<file path="config.mk">
export PLATFORM = sky130hd
export DESIGN_NAME = bcd_digit_converter_flat
export DESIGN_NICKNAME = d
export VERILOG_FILES = /design/src/rtl/bcd_digit_converter_pkg.sv /design/src/rtl/bcd_digit_converter_if.sv /design/src/rtl/bcd_add3.sv /design/src/rtl/bcd_digit_converter.sv /design/src/flat_wrapper.sv
export SDC_FILE = /design/constraint.sdc
export NUM_CORES = 1
export LEC_CHECK = 0
export CORE_ASPECT_RATIO = 0.5
export CORE_MARGIN = 8
export CORE_UTILIZATION = 55
export CTS_CLUSTER_SIZE = 24
export DETAILED_ROUTE_END_ITERATION = 8
export GPL_ROUTABILITY_DRIVEN = 0
export GPL_TIMING_DRIVEN = 1
export HOLD_SLACK_MARGIN = 0.15
export PLACE_DENSITY = 0.9
export SYNTH_ARGS = -nofsm -noshare
export SYNTH_HDL_FRONTEND = slang
export SYNTH_SLANG_ARGS = --single-unit
export TNS_END_PERCENT = 50
</file>
<file path="constraint.sdc">
create_clock -name clk0 -period 5.9 [get_ports clk0]
set_clock_uncertainty 0.05 [all_clocks]
set_input_delay 1.475 -clock clk0 [delete_from_list [all_inputs] [get_ports clk0]]
set_output_delay 1.475 -clock clk0 [all_outputs]
set_load 0.05 [all_outputs]
</file>
<file path="src/rtl/bcd_digit_converter_pkg.sv">
// Shared types and constants for the binary-to-BCD display converter.
package bcd_digit_converter_pkg;

  typedef enum logic [1:0] {
    IDLE  = 2'd0,
    SHIFT = 2'd1,
    DONE  = 2'd2
  } state_t;

  localparam int         BCD_MAX     = 9999;
  localparam logic [3:0] DIGIT_BLANK = 4'hF;
  localparam int         BCD_DIGITS  = 4;

endpackage

</file>
<file path="src/rtl/bcd_digit_converter_if.sv">
// Handshake bus between the correlator datapath, the converter and the display driver.
interface bcd_digit_converter_if #(
  parameter int IN_W = 14
) ();

  logic            in_valid;
  logic [IN_W-1:0] in_data;
  logic            in_ready;
  logic [15:0]     bcd_out;
  logic            out_valid;
  logic            ovf;

  modport master (
    output in_valid,
    output in_data,
    input  in_ready,
    input  bcd_out,
    input  out_valid,
    input  ovf
  );

  modport slave (
    input  in_valid,
    input  in_data,
    output in_ready,
    output bcd_out,
    output out_valid,
    output ovf
  );

endinterface

</file>
<file path="src/rtl/bcd_add3.sv">
// Double-dabble digit correction: a digit of 5 or more gets +3 before the shift.
module bcd_add3 (
  input  logic [3:0] digit,
  output logic [3:0] corr
);

  assign corr = (digit >= 4'd5) ? (digit + 4'd3) : digit;

endmodule

</file>
<file path="src/rtl/bcd_digit_converter.sv">
// Iterative binary-to-BCD converter with saturation at 9999 and a stable registered result.
// Optional build macro BCD_DIGIT_CONVERTER_BLANK_EN enables leading-zero blanking of bcd_out.
module bcd_digit_converter
  import bcd_digit_converter_pkg::*;
#(
  parameter int IN_W = 14
) (
  input  logic                  clk0,
  input  logic                  rst,
  bcd_digit_converter_if.slave  bus
);

  localparam logic [16:0] SAT_VAL_W = 17'(BCD_MAX);

  state_t          state_r;
  logic [IN_W-1:0] bin_r;
  logic [15:0]     bcd_r;
  logic [4:0]      cnt_r;
  logic            ovf_flag_r;
  logic [15:0]     bcd_out_r;
  logic            ovf_r;
  logic            out_valid_r;

  logic [16:0]     in_wide_s;
  logic            sat_s;
  logic [IN_W-1:0] load_val_s;
  logic [15:0]     corr_s;
  logic [15:0]     result_s;

  // Narrow inputs can never exceed 9999, so the compare folds to false there.
  assign in_wide_s  = 17'(bus.in_data);
  assign sat_s      = (in_wide_s > SAT_VAL_W);
  assign load_val_s = sat_s ? SAT_VAL_W[IN_W-1:0] : bus.in_data;

  for (genvar g = 0; g < BCD_DIGITS; g++) begin : g_digit
    bcd_add3 u_add3 (
      .digit (bcd_r[4*g +: 4]),
      .corr  (corr_s[4*g +: 4])
    );
  end

`ifdef BCD_DIGIT_CONVERTER_BLANK_EN
  function automatic logic [15:0] blank_lead(input logic [15:0] raw);
    logic [15:0] res;
    logic        lead;
    res  = raw;
    lead = 1'b1;
    for (int i = BCD_DIGITS - 1; i >= 1; i--) begin
      if (lead && (raw[4*i +: 4] == 4'd0)) begin
        res[4*i +: 4] = DIGIT_BLANK;
      end else begin
        lead = 1'b0;
      end
    end
    return res;
  endfunction

  assign result_s = blank_lead(bcd_r);
`else
  assign result_s = bcd_r;
`endif

  // Conversion state machine, working registers and the held result.
  always_ff @(posedge clk0 or posedge rst) begin
    if (rst) begin
      state_r     <= IDLE;
      bin_r       <= '0;
      bcd_r       <= 16'h0000;
      cnt_r       <= 5'd0;
      ovf_flag_r  <= 1'b0;
      bcd_out_r   <= 16'h0000;
      ovf_r       <= 1'b0;
      out_valid_r <= 1'b0;
    end else begin
      out_valid_r <= 1'b0;
      case (state_r)
        IDLE: begin
          if (bus.in_valid) begin
            bin_r      <= load_val_s;
            bcd_r      <= 16'h0000;
            cnt_r      <= 5'(IN_W);
            ovf_flag_r <= sat_s;
            state_r    <= SHIFT;
          end
        end
        SHIFT: begin
          // The top corrected bit falls off; values up to 9999 never use it.
          bcd_r <= 16'({corr_s, bin_r[IN_W-1]});
          bin_r <= bin_r << 1;
          cnt_r <= cnt_r - 5'd1;
          if (cnt_r == 5'd1) begin
            state_r <= DONE;
          end
        end
        DONE: begin
          bcd_out_r   <= result_s;
          ovf_r       <= ovf_flag_r;
          out_valid_r <= 1'b1;
          state_r     <= IDLE;
        end
        default: begin
          state_r <= IDLE;
        end
      endcase
    end
  end

  assign bus.in_ready  = (state_r == IDLE);
  assign bus.bcd_out   = bcd_out_r;
  assign bus.ovf       = ovf_r;
  assign bus.out_valid = out_valid_r;

endmodule

</file>
<file path="src/flat_wrapper.sv">
// flat-port wrapper written by rule: the top's interface ports become plain ports
module bcd_digit_converter_flat import bcd_digit_converter_pkg::*;
#(
  parameter int IN_W = 14
)
  (clk0, rst, bus_in_valid, bus_in_data, bus_in_ready, bus_bcd_out, bus_out_valid, bus_ovf);
  bcd_digit_converter_if #(.IN_W(IN_W)) bus_i ();
  input  logic clk0;
  input  logic rst;
  input wire logic [$bits(bus_i.in_valid)-1:0] bus_in_valid;
  input wire logic [$bits(bus_i.in_data)-1:0] bus_in_data;
  output wire logic [$bits(bus_i.in_ready)-1:0] bus_in_ready;
  output wire logic [$bits(bus_i.bcd_out)-1:0] bus_bcd_out;
  output wire logic [$bits(bus_i.out_valid)-1:0] bus_out_valid;
  output wire logic [$bits(bus_i.ovf)-1:0] bus_ovf;
  assign bus_i.in_valid = bus_in_valid;
  assign bus_i.in_data = bus_in_data;
  assign bus_in_ready = bus_i.in_ready;
  assign bus_bcd_out = bus_i.bcd_out;
  assign bus_out_valid = bus_i.out_valid;
  assign bus_ovf = bus_i.ovf;
  bcd_digit_converter #(.IN_W(IN_W)) u_core (.clk0(clk0), .rst(rst), .bus(bus_i));
endmodule
</file>
==> impl_metrics.toml, run 1 <==
[layout]
fill_cells = 392
antenna_cells = 0
drive_gt1_share_pct = 13.0
areaGrowthSynthToFinish_pct = 15.4
fin_area_um2 = 3190
final_core_util_pct = 65.3
nNetsFinal = 311
finalNonFillerCells = 354

[global_route]
grt_pass1_wl_um = 9620
grt_use_total_pct = 15.6
grt_overflow = 0
grt_pass1_vias = 2115
grt_max_degree = 57
antenna_found_initial = 0

[floorplan]
core_area_um2 = 4890
die_y_um = 66.1
die_area_um2 = 7690
core.rowCount = 18
die_w_um = 116
initial_core_util_pct = 56.6
io-pin-count = 36

[synth]
synth_edf_count = 0
synth.largest_area_cell = "dfrtp_1"
synth_cells = 255
yosys-top-cells-count = "dfrtp_1, nand2_1, mux2_2, o21ai_0, a21oi_1"
synth.most_common_cell = "dfrtp_1"
yosys_most_used_dff = "dfrtp_1"
ys_seq_area_share_pct = 50.7
ys_ff_latch = 56
syn_area_um2 = 2770
yosysTopAreaCellShare_pct = 50.7
yosysWarnings = 0
synth_fp_nets = 282
synth.distinct_cells = 39
synth.avg_cell_area_um2 = 10.8
ys_top_cells_by_area = "dfrtp_1, mux2_2, ha_1"
synthArstFlopShare_pct = 100

[critical_path]
crit_buf_inv = 1
endpoint = "bus_in_ready"
critPathRequiredTime_ps = 4380
startpoint = "u_core.state_r[0]"
path_class = "flip-flop to output port"
path_depth = 2
worstReg2RegStart = "u_core.state_r[0]"
path_cells = "nor2_1, clkdlybuf4s50_1"
max_stage_delay_ps = 820
start_kind = "flip-flop"
cp_slowest_cell = "clkdlybuf4s50_1"
worst_r2r_path_depth = 4
regToRegSetupSlack_ps = 3210
cp-end-kind = "output port"
timing.rr.end = "u_core.cnt_r[4]"
crit_family = "buffers and inverters"
crit_path_max_fanout = 18
critical_path_arrival_ps = 1900

[power_and_ir_drop]
ir_drop_v = 0.000188
power_mw = 1.58
power_density_nw_per_um2 = 497
p_leak_nw = 1.43

[placed_design]
dp.cells = 347
dpl-instance-area_um2 = 3110
post-place-ws_ps = 2480
port_buffers = 35
hpwl_um = 4120

[clocking]
cts_sinks = 56
cts_root_buffer = "clkbuf_8"
hold_buffers = 0
cts.repair.resized = 0
htreeDepth = 2
cts_tree = "done"
cts.path.max_buffers = 2
clk_pin_slew_ps = 90
cts_post_setup_buffers_inserted = 0
numCtsBuffers = 5
clk_latency_ps = 300

[sta]
worst_pin_slew_ps = 1140
finalCritPeriodShare_pct = 58.1
setup_viol = 0
max_freq_mhz = 292
whs_ps = 457
setup_ws_ps = 2470
finalHoldViolCount = 0
totalNegativeSetupSlack_ps = 0
relSlewSlack_pct = 23.9
rsz0062_at_grt = "no"
layout_min_cycle_time_ps = 3430
slew_violations = 0

[detailed_routing]
drtIter0Drc = 115
vias = 2052
drt.antenna.violating_nets = 0
wl_per_cell_um = 16.1
first_pass_iters = 4
drc = 0
finalWirelength_um = 5700
vias_per_cell = 5.80

[hold_path]
hp-class = "flip-flop to flip-flop"

[flow_run]
drv_cap = 0

[run_status]
outcome = "completed"
==> per-layer routing <==
| layer | wire (um) | global-route usage, % | part of all wire [%] |
|---|---|---|---|
| met4 | 85 | 6.56 | 1.5 |
| met1 | 2410 | 18.2 | 42 |
| met3 | 334 | 3.46 | 5.9 |
| met2 | 2870 | 27.6 | 50 |
| met5 | 0 | 0 | 0 |
==> worst min-delay path: stages (launching register included) <==
cell     delay (ps)
dfrtp_1         350
a22oi_1          70
nand2_1          60
==> cell usage in the layout (no fill, tap or decap), drive strengths merged <==
cell and count:
clkinv 1, ha 10, nor3b 1, o31ai 3, a22oi 11, nor2 7
o21bai 1, nor4 2, nand4 1, inv 13, and2b 8, clkbuf 6
o41ai 1, nand2 23, nor2b 3, mux2 21, nand2b 6, xor2 3
a21oi 15, and2 1, a311o 1, nand3 11, or3b 1, xnor2 4
o21ai 21, clkdlybuf4s50 35, nor4b 1, dfrtp 56, o311ai 1, buf 1
o21a 1, a222oi 2, nor3 1, a22o 4, o211ai 7
==> report_power, final <==
group          switching (mW)  leakage, nW  total (mW)  internal (mW)
combinational           0.413        0.659       0.715          0.302
clock                   0.116       0.0410       0.197         0.0811
sequential              0.142        0.725       0.673          0.531
==> how the worst min path moves through the flow <==
stage	from	to	slack, ps	cells after the start
finish	u_core.bin_r[4]	u_core.bin_r[5]	460	2
global route	u_core.bus.ovf	u_core.bus.ovf	480	1
CTS	u_core.cnt_r[4]	u_core.cnt_r[4]	460	1
detailed placement	u_core.bin_r[12]	u_core.bin_r[13]	440	2
global placement	u_core.cnt_r[4]	u_core.cnt_r[4]	410	1
floorplan	u_core.ovf_flag_r	u_core.ovf_flag_r	390	2
==> state kept, by name, indices dropped and copies added (netlist names) <==
register              count
u_core.bcd_r             16
u_core.bus.bcd_out       16
u_core.bin_r             14
u_core.cnt_r              5
u_core.state_r            2
u_core.bus.out_valid      1
u_core.bus.ovf            1
u_core.ovf_flag_r         1
==> cell type report <==
cell class                      count  area [um^2]  share of cell area [%]
Clock buffer                        6         72.6                    2.27
Multi-Input combinational cell    172         1220                    38.2
Inverter                           13         48.8                    1.53
Timing Repair Buffer               36          358                    11.2
Clock inverter                      1         5.00                   0.157
Tap cell                           70         87.6                    2.75
Sequential cell                    56         1400                    43.9
==> cells by family (layout without fill, tap and decap cells) <==
| group | count (synthesis) | in the layout | synth area share [%] |
|---|---|---|---|
| buf+inv | 27 | 56 | 5.29 |
| fa+ha+maj | 10 | 10 | 4.52 |
| simple gates | 66 | 66 | 12.6 |
| flops | 56 | 56 | 50.7 |
| xor+xnor | 7 | 7 | 2.22 |
| compound gates | 68 | 68 | 16.2 |
| mux | 21 | 21 | 8.55 |
Note: power is estimated with default switching activity, not from simulation.
==> inputs of run 2 (changes only) <==
==> constraint.sdc (replaced) <==
create_clock -name clk0 -period 3.39 [get_ports clk0]
set_clock_uncertainty 0.05 [all_clocks]
set_input_delay 0.8475 -clock clk0 [delete_from_list [all_inputs] [get_ports clk0]]
set_output_delay 0.8475 -clock clk0 [all_outputs]
set_load 0.05 [all_outputs]
==> run 2 against run 1 <==
  * Utilization up 1.8 points
  * Total power up 83%
  * First-iteration DRC count up 20%
  * Final cell count up 2.0%
  * Non-clock buffer count up 6
  * Global-route usage up 0.35 points
  * Hold slack about the same
  * Critical path type unchanged
==> impl_metrics.toml, run 2 (synthesis results as in run 1) <==
[placed_design]
hpwl_um = 4100
port_buffers = 35
dpl-instance-area_um2 = 3170

[power_and_ir_drop]
p_seq_share_pct = 39.6
power_density_nw_per_um2 = 883
ir_drop_v = 0.000438
power_mw = 2.90
switching_share_pct = 41.4
clkPwrFrac_pct = 14.7
p_leak_nw = 1.47
power_switching_mw = 1.20
p_int_mw = 1.70
p_comb_share_pct = 45.7

[sta]
relSlewSlack_pct = 37.5
setup_viol = 0
worst_pin_slew_ps = 937
rsz0062_at_grt = "no"
finalHoldViolCount = 0
slew_violations = 0
layout_min_cycle_time_ps = 2500
max_freq_mhz = 400
totalNegativeSetupSlack_ps = 0
finalCritPeriodShare_pct = 73.8

[run_status]
outcome = "completed"

[layout]
drive_gt1_share_pct = 15.1
antenna_cells = 0
areaGrowthSynthToFinish_pct = 18.6
final_core_util_pct = 67.1
fin_area_um2 = 3280
final_cell_mix = "dfrtp_1, clkdlybuf4s50_1, nand2_1"
nNetsFinal = 317
mostFrequentLayoutCell = "dfrtp_1"

[critical_path]
critPathRequiredTime_ps = 2490
regToRegSetupSlack_ps = 1430
start_kind = "flip-flop"
cp-end-kind = "output port"
crit_path_max_fanout = 2
path_class = "flip-flop to output port"
critical_path_arrival_ps = 1610

[detailed_routing]
first_pass_iters = 5
drc = 0
vias = 2039
vias_per_cell = 5.65
drtIter0Drc = 138
wl_per_cell_um = 16.3
drt.antenna.violating_nets = 0
finalWirelength_um = 5900

[clocking]
htreeDepth = 2
cts_root_buffer = "clkbuf_8"
cts_tree = "done"
cts_post_setup_buffers_inserted = 0
clk_latency_ps = 300
cts_sinks = 56
clk_pin_slew_ps = 90
numCtsBuffers = 5
cts.repair.resized = 0
hold_buffers = 0
cts.path.max_buffers = 2

[floorplan]
io-pin-count = 36
die_area_um2 = 7690
die_y_um = 66.1
core_area_um2 = 4890
initial_core_util_pct = 56.6
die_w_um = 116
core.rowCount = 18

[global_route]
antenna_found_initial = 0
grt_pass1_wl_um = 9870
grt_use_total_pct = 16.0
grt_pass1_vias = 2061
grt_overflow = 0
grt_max_degree = 32

[flow_run]
drv_cap = 0

[hold_path]
hp-class = "flip-flop to flip-flop"
run 2: final cells by class:
type | instances | area, um^2
inverters | 13 | 48.8
well taps | 70 | 87.6
clock buffers | 6 | 72.6
repair buffers | 42 | 415
flip-flops and latches | 56 | 1400
multi-input cells | 172 | 1220
fillers | 376 | 1610
clock inverters | 2 | 35.0
run 2: final timing paths:
check | from | end | cells after the start
worst min register to register | u_core.ovf_flag_r | u_core.ovf_flag_r | 2
worst min-delay path | u_core.ovf_flag_r | u_core.ovf_flag_r | 2
worst max register to register | u_core.state_r[1] | u_core.cnt_r[3] | 5
worst max-delay path | u_core.state_r[0] | bus_in_ready | 2
max in group asynchronous | rst | u_core.cnt_r[0] | 3
min in group asynchronous | rst | u_core.bcd_r[11] | 2
run 2: worst max-delay path, cell delays in order (launching register included):
cell and delay (ps):
dfrtp_1 400, nor2_1 100, clkdlybuf4s50_1 800
run 2: power groups by stage:
stage          combinational [mW]  clock (mW)  sequential, mW
6_report                     1.32       0.426            1.15
4_1_cts                      1.33       0.434            1.14
3_3_place_gp                 1.23           0            1.13
3_5_place_dp                 1.31           0            1.15
5_1_grt                      1.44       0.464            1.18
2_1_floorplan               0.832           0            1.27
run 2: routing by layer:
layer	up-vias	wire, um	global-route usage [%]
met5	-	0	0
met4	0	86	5.92
met3	11	336	3.01
met2	63	2870	26.5
met1	992	2610	20.6
li1	973	-	-
run 2: metrics by stage:
step / hold WS [ps] / setup WS, ps / cells
6_report: 456 / 887 / 361
5_1_grt: 488 / 818 / 361
4_1_cts: 451 / 880 / 361
3_5_place_dp: 426 / 626 / 353
3_3_place_gp: 419 / 757 / 353
2_1_floorplan: 390 / 1120 / 255
==> inputs of run 3 (changes only) <==
==> constraint.sdc (replaced) <==
create_clock -name clk0 -period 2.41 [get_ports clk0]
set_clock_uncertainty 0.05 [all_clocks]
set_input_delay 0.6025 -clock clk0 [delete_from_list [all_inputs] [get_ports clk0]]
set_output_delay 0.6025 -clock clk0 [all_outputs]
set_load 0.05 [all_outputs]
==> run 3 against run 2 <==
  * Global-route usage fell by 0.32 points
  * Final cell count grew 0.55%
  * Worst setup slack worse by 600 ps
  * Count of clock-buffer cells in the layout unchanged
  * Total power increased by 36%
  * Via count is 2.5% higher
  * Clock power grew 14%
  * Wire length shrank 2.9%
  * Utilization fell by 0.20 points
  * Die area is the same
  * Non-clock buffer count is 3 higher
  * Register-to-register slack got worse by 850 ps
  * Largest cell class unchanged
==> impl_metrics.toml, run 3 (synthesis results as in run 1) <==
[detailed_routing]
drt.antenna.violating_nets = 0
first_pass_iters = 6
vias_per_cell = 5.75
wl_per_cell_um = 15.8
drtIter0Drc = 108
vias = 2089
finalWirelength_um = 5730
drc = 0

[critical_path]
crit_path_max_fanout = 2
path_class = "flip-flop to output port"
max_stage_delay_ps = 810
startpoint = "u_core.bus.bcd_out[1]"
cp-end-kind = "output port"
crit_buf_inv = 1
worstReg2RegStart = "u_core.state_r[1]"
start_kind = "flip-flop"
regToRegSetupSlack_ps = 580
crit_family = "buffers and inverters"
path_cells = "clkdlybuf4s50_1"
critPathRequiredTime_ps = 1760
cp_slowest_cell = "clkdlybuf4s50_1"
critical_path_arrival_ps = 1480

[global_route]
grt_pass1_wl_um = 9630
grt_max_degree = 57
grt_pass1_vias = 2100
grt_overflow = 0
grt_use_total_pct = 15.7
antenna_found_initial = 0

[power_and_ir_drop]
p_int_mw = 2.28
power_switching_mw = 1.66
p_seq_share_pct = 41.8
power_mw = 3.94
p_comb_share_pct = 45.9
power_density_nw_per_um2 = 1200
clkPwrFrac_pct = 12.4
p_leak_nw = 1.48
ir_drop_v = 0.000515
switching_share_pct = 42.1

[floorplan]
die_y_um = 66.1
die_w_um = 116
core.rowCount = 18
initial_core_util_pct = 56.6
io-pin-count = 36
die_area_um2 = 7690
core_area_um2 = 4890

[layout]
nNetsFinal = 320
antenna_cells = 0
mostFrequentLayoutCell = "dfrtp_1"
drive_gt1_share_pct = 16.0
final_cell_mix = "dfrtp_1, clkdlybuf4s50_1, nand2_1"
areaGrowthSynthToFinish_pct = 18.2

[sta]
setup_viol = 0
finalCritPeriodShare_pct = 88.3
worst_pin_slew_ps = 622
setup_ws_ps = 282
relSlewSlack_pct = 58.6
totalNegativeSetupSlack_ps = 0
rsz0062_at_grt = "no"
max_freq_mhz = 470
finalHoldViolCount = 0
layout_min_cycle_time_ps = 2130
slew_violations = 0

[clocking]
numCtsBuffers = 5
cts_post_setup_buffers_inserted = 0
clk_pin_slew_ps = 100
clk_latency_ps = 310
cts.repair.resized = 0
cts_root_buffer = "clkbuf_8"
hold_buffers = 0
cts_tree = "done"
htreeDepth = 2
cts.path.max_buffers = 2
cts_sinks = 56

[placed_design]
hpwl_um = 4080
port_buffers = 35
post-place-ws_ps = 238

[flow_run]
drv_cap = 0

[run_status]
outcome = "completed"

[hold_path]
min-delay-start = "u_core.cnt_r[4]"
hp-class = "flip-flop to flip-flop"
run 3: cell count changes in the layout (fill, tap and decap cells not counted):
cell             before  now
buf_4                 6   10
bufinv_16             1    0
clkdlybuf4s50_1      35   34
run 3: area by class of cell:
| type | count | area [um^2] |
|---|---|---|
| multi-input combinational | 172 | 1220 |
| clock inverter | 1 | 5.00 |
| fill | 394 | 1620 |
| clock buffer | 6 | 72.6 |
| sequential | 56 | 1400 |
| timing repair buffer | 45 | 435 |
| tap | 70 | 87.6 |
| inverter | 13 | 48.8 |
run 3: layer usage:
layer,share of wire [%],global-route usage (%),vias to the layer above
met5,0,0,-
met1,44,18.8,1041
met2,50,27.3,62
met4,1.4,6.56,0
met3,5.0,3.01,10
li1,-,-,976
run 3: power by group through the flow:
stage	Combinational [mW]	Clock, mW	Sequential, mW
after floorplan	1.17	0	1.79
after global placement	1.69	0	1.64
after detailed placement	1.79	0	1.66
after CTS	1.81	0.494	1.64
after global routing	1.98	0.535	1.70
final	1.81	0.486	1.64
run 3: worst paths after layout:
kind,cells past startpoint,end
hold / removal,1,u_core.cnt_r[4]
setup reg to reg,4,u_core.bcd_r[10]
setup / recovery,1,bus_bcd_out[1]
hold reg to reg,1,u_core.cnt_r[4]
max in group asynchronous,3,u_core.bus.bcd_out[2]
min in group asynchronous,3,u_core.bcd_r[11]
run 3: through the flow:
| step | std cells | hold WS [ps] | util [%] | area [um^2] |
|---|---|---|---|---|
| 6_report | 363 | 443 | 66.9 | 3270 |
| 5_1_grt | 363 | 466 | 66.9 | 3270 |
| 4_1_cts | 363 | 445 | 66.9 | 3270 |
| 3_5_place_dp | 356 | 431 | 65.3 | 3190 |
| 3_3_place_gp | 356 | 424 | 65.3 | 3190 |
| 2_1_floorplan | 255 | 390 | - | 2770 |
